**config.mk**
```make
export PLATFORM = sky130hd
export DESIGN_NAME = hex_display_bank
export DESIGN_NICKNAME = d
export VERILOG_FILES = /design/src/rtl/hex_display_defs.sv /design/src/rtl/hex_seg_decoder.sv /design/src/rtl/hex_display_bank.sv
export SDC_FILE = /design/constraint.sdc
export NUM_CORES = 1
export LEC_CHECK = 0
export ABC_CLOCK_PERIOD_IN_PS = 3600
export BUFFER_PORTS_ARGS = -buffer_cell sky130_fd_sc_hd__buf_2
export CAP_MARGIN = 20
export CORE_UTILIZATION = 30
export DETAILED_ROUTE_END_ITERATION = 12
export SLEW_MARGIN = 30
export SYNTH_ARGS = -nofsm -noshare
export SYNTH_HDL_FRONTEND = slang
export SYNTH_SLANG_ARGS = --single-unit
```
**constraint.sdc**
```tcl
create_clock -name clock -period 3.6 [get_ports clock]
set_clock_uncertainty 0.2 [all_clocks]
set_input_delay 0.72 -clock clock [delete_from_list [all_inputs] [get_ports clock]]
set_output_delay 0.72 -clock clock [all_outputs]
set_load 0.01 [all_outputs]
```
**src/rtl/hex_display_defs.sv**
```systemverilog
// Shared definitions for the hex display bank: segment encoding, glyph table
// and blink phase type. Segments are active-low.
package hex_display_defs;

    // Bit position of each segment within a 7-bit digit field.
    localparam int unsigned SEG_A = 0;
    localparam int unsigned SEG_B = 1;
    localparam int unsigned SEG_C = 2;
    localparam int unsigned SEG_D = 3;
    localparam int unsigned SEG_E = 4;
    localparam int unsigned SEG_F = 5;
    localparam int unsigned SEG_G = 6;

    localparam logic [6:0] SEG_BLANK = 7'h7F;

    localparam logic [6:0] GLYPH [16] = '{
        7'h40, 7'h79, 7'h24, 7'h30, 7'h19, 7'h12, 7'h02, 7'h78,
        7'h00, 7'h10, 7'h08, 7'h03, 7'h46, 7'h21, 7'h06, 7'h0E
    };

    typedef enum logic {
        PH_SHOW  = 1'b0,
        PH_BLANK = 1'b1
    } blink_phase_t;

endpackage

```
**src/rtl/hex_seg_decoder.sv**
```systemverilog
// Combinational nibble to active-low 7-segment glyph decoder.
module hex_seg_decoder
    import hex_display_defs::*;
(
    input  logic [3:0] nibble,
    output logic [6:0] seg
);

    always_comb begin
        seg = GLYPH[nibble];
    end

endmodule

```
**src/rtl/hex_display_bank.sv**
```systemverilog
// Multi-digit hex display driver: value register with clear/load/inc,
// leading-zero blanking, blink mode and registered active-low segment outputs.
module hex_display_bank
    import hex_display_defs::*;
#(
    parameter int unsigned NUM_DIGITS = 4,
    parameter int unsigned BLINK_DIV  = 25000000
) (
    input  logic                    clock,
    input  logic                    resetn,
    input  logic                    load,
    input  logic [4*NUM_DIGITS-1:0] data_in,
    input  logic                    clear,
    input  logic                    inc,
    input  logic                    lz_en,
    input  logic                    blink_en,
    output logic [4*NUM_DIGITS-1:0] value,
    output logic [7*NUM_DIGITS-1:0] HEX
);

    localparam int unsigned VW = 4 * NUM_DIGITS;
    localparam int unsigned SW = 7 * NUM_DIGITS;
    localparam int unsigned CW = $clog2(BLINK_DIV);

    logic [CW-1:0]         blink_cnt;
    blink_phase_t          phase;
    logic [SW-1:0]         seg_dec;
    logic [SW-1:0]         seg_next;
    logic [NUM_DIGITS-1:0] lz_blank;
    logic                  above_nz;

    for (genvar g = 0; g < NUM_DIGITS; g++) begin : g_dec
        hex_seg_decoder u_dec (
            .nibble (value[4*g +: 4]),
            .seg    (seg_dec[7*g +: 7])
        );
    end

    // Walk from the most significant digit down; digit 0 always stays visible.
    always_comb begin
        lz_blank = '0;
        above_nz = 1'b0;
        for (int unsigned j = 0; j < NUM_DIGITS; j++) begin
            if (lz_en && !above_nz && (NUM_DIGITS - 1 - j != 0) &&
                (value[4*(NUM_DIGITS-1-j) +: 4] == 4'h0)) begin
                lz_blank[NUM_DIGITS-1-j] = 1'b1;
            end
            if (value[4*(NUM_DIGITS-1-j) +: 4] != 4'h0) begin
                above_nz = 1'b1;
            end
        end
    end

    always_comb begin
        seg_next = '1;
        for (int unsigned i = 0; i < NUM_DIGITS; i++) begin
            if (phase == PH_BLANK || lz_blank[i]) begin
                seg_next[7*i +: 7] = SEG_BLANK;
            end else begin
                seg_next[7*i +: 7] = seg_dec[7*i +: 7];
            end
        end
    end

    always_ff @(posedge clock or negedge resetn) begin
        if (!resetn) begin
            value     <= '0;
            blink_cnt <= '0;
            phase     <= PH_SHOW;
            HEX       <= '1;
        end else begin
            if (clear) begin
                value <= '0;
            end else if (load) begin
                value <= data_in;
            end else if (inc) begin
                value <= value + VW'(1);
            end

            if (!blink_en) begin
                blink_cnt <= '0;
                phase     <= PH_SHOW;
            end else if (blink_cnt == CW'(BLINK_DIV - 1)) begin
                blink_cnt <= '0;
                phase     <= (phase == PH_SHOW) ? PH_BLANK : PH_SHOW;
            end else begin
                blink_cnt <= blink_cnt + CW'(1);
            end

            HEX <= seg_next;
        end
    end

endmodule
```
==> flow_summary.ini <==
[outcome]
status = finished clean

[logic_synthesis]
async_flop_share = 1.000
ys_ff_latch = 70
yosysUniqueCellTypes = 53
syn_area_per_cell_um2 = 9.519
synth_edf_count = 0
yosysWarningCount = 0
syn_nets = 469
ys.flop_type = dfrtp_1
syn_area_mm2 = 0.004026
synth_seq_area_share = 0.4438
syn_inst = 423

[sta]
max-slew-margin-rel = 0.5643
clock.fmax_mhz = 430.1
final-hold-violation-count = 0
rsz0062_at_grt = no
slew_violations = 0
setup_tns_ns = 0
finalCriticalPeriod_ns = 2.325
tightest_slew_ns = 0.6495
final.period_utilization = 0.6459
setup_viol = 0

[power]
p_sw_frac = 0.2482
ir_worst_vdd_mv = 0.2356
internal-power_uw = 1634
power.switching_uw = 539.4
p_comb_frac = 0.127
total_power_uw = 2173
pwr_density_cell_mw_per_mm2 = 451.4
leakage_uw = 0.002070
seqPwrFrac = 0.428
pwr-share-clk = 0.445

[route]
num_vias = 3334
wl_um = 9392
via_per_inst = 5.090
drt_drc_violations_left = 0
drt-pass1-iter-count = 4
drt_iter0_drc = 176
wl_per_cell_um = 14.34
drtAntennaViolNets = 0

[floorplan]
rows = 41
die_area_mm2 = 0.01389
io_pins = 67
start_util = 0.3127
die-width_um = 117.9
die_h_um = 117.9
fp.coreArea_mm2 = 0.01288

[global_route]
grt_pass1_wl_um = 15710
grt_start_max_net_pins = 71
grt_pass1_vias = 3165
grt_util_all_layers = 0.1398
grt_overflow = 0
antenna_found_initial = 0

[critical_path]
arrival_ns = 2.34
critical_path_class = reg2reg
cp_max_fo = 9
cp-end-kind = flip-flop
crit_required_ns = 3.61
startpoint_type = flip-flop

[final_layout]
synthToLayoutAreaGrowth_pct = 19.58
final_area_mm2 = 0.004815
finish.utilization = 0.3739
final_common_cell = buf_2
diodes = 0
drive_gt1_frac = 0.2484
mostFrequentLayoutCells = 66 x buf_2, 44 x nor2_1, 42 x dfrtp_1
nNetsFinal = 524

[clocking]
hold_buffers = 0
postCtsResizedCells = 0
htreeDepth = 3
cts-buffers-inserted = 9
insertion_delay_ns = 0.33
cts_setup_buffers = 0
clock-root-buffer = clkbuf_16
cts_buffer_depth = 2
clkTransAtPathRegs_ns = 0.06
cts_tree = built
cts.sinks = 70

[hold_path]
hold_class = in2async

[placement]
globalplace.congestion = 0.8715
io_buffers = 66
dp_hpwl_um = 6555
place_area_mm2 = 0.004483

[run]
cap_viol_max_count = 0
-- cell usage after synthesis (all sizes together) (2+ instances only) --
cell type / n / share of area
a211o: 4 / 0.0087
and2: 4 / 0.0062
dfrtp: 42 / 0.26
nor4: 6 / 0.012
nor2: 44 / 0.041
clkbuf: 14 / 0.013
o21ai: 18 / 0.022
a31oi: 3 / 0.0047
xor2: 11 / 0.024
nor4b: 2 / 0.0044
o311ai: 14 / 0.030
nor2b: 6 / 0.0093
nand2: 38 / 0.035
nand3: 13 / 0.016
a211oi: 10 / 0.019
nand2b: 9 / 0.014
a21oi: 17 / 0.022
nor3: 6 / 0.0075
dfstp: 28 / 0.18
o211ai: 10 / 0.019
buf: 11 / 0.015
o31ai: 2 / 0.0037
nand3b: 2 / 0.0037
xnor2: 15 / 0.033
o21a: 3 / 0.0056
mux2: 4 / 0.011
inv: 15 / 0.014
a21boi: 3 / 0.0056
and4: 5 / 0.011
nand4: 15 / 0.027
a21o: 3 / 0.0056
or3: 10 / 0.016
ha: 23 / 0.071
and3: 4 / 0.0062
or4: 2 / 0.0047
-- power by group through the flow --
| stage | clock, uW | sequential [uW] | combinational [uW] |
|---|---|---|---|
| 3_3_place_gp | 0 | 940 | 276 |
| 4_1_cts | 995 | 931 | 280 |
| 2_1_floorplan | 0 | 945 | 152 |
| 5_1_grt | 1030 | 941 | 309 |
| 6_report | 966 | 931 | 276 |
| 3_5_place_dp | 0 | 943 | 278 |
-- kinds of logic after synthesis --
family | count (synthesis) | synth area share
AND/OR/NAND/NOR | 168 | 0.2191
AO/OA/AOI/OAI | 90 | 0.1529
flip-flops | 70 | 0.4438
buffers and inverters | 41 | 0.04257
XOR/XNOR | 26 | 0.05656
adder cells (fa/ha/maj) | 23 | 0.07147
multiplexers | 5 | 0.01367
-- layout make-up --
class | count | area (um^2)
Fill cell | 1307 | 8061
Multi-Input combinational cell | 312 | 2068
Sequential cell | 70 | 1787
Timing Repair Buffer | 69 | 356.6
Clock buffer | 13 | 260.3
Tap cell | 172 | 215.2
Clock inverter | 3 | 67.56
Inverter | 16 | 60.06
-- worst paths after layout --
kind	from	end	slack, ns	depth (start not counted)
setup / recovery	value[12]	HEX[13]	1.27	6
hold / removal	resetn	blink_cnt[17]	0.29	2
setup reg to reg	value[12]	HEX[13]	1.27	6
hold reg to reg	blink_cnt[0]	blink_cnt[0]	0.29	1
max in group asynchronous	resetn	value[0]	2.46	2
min in group clock	blink_cnt[0]	blink_cnt[0]	0.29	1
-- critical path: stages, from the launching register on --
cell	delay [ns]
dfrtp_1	0.54
inv_1	0.15
ha_1	0.27
nor4bb_1	0.17
and3_1	0.22
a31oi_1	0.46
o211ai_1	0.19
-- sequential cells by signal (all words and copies together), names as in the netlist --
register / count
HEX: 28
value: 16
phase: 1
blink_cnt: 25
-- layer usage --
layer	vias up	track usage	part of all wire
met3	6	0.04797	0.047
met4	0	0.02644	0.0048
met5	-	0	0
li1	1623	-	-
met2	79	0.2173	0.46
met1	1626	0.1880	0.49
-- per-stage QoR --
step / hold slack (ns) / std cells / setup WS, ns
6_report: 0.2862 / 655 / 1.275
4_1_cts: 0.2966 / 655 / 1.252
3_5_place_dp: 0.2733 / 639 / 1.272
5_1_grt: 0.3239 / 655 / 1.023
2_1_floorplan: 0.2244 / 423 / 1.447
3_3_place_gp: 0.2594 / 639 / 1.327
No activity file was read; power rests on OpenSTA's default activity.
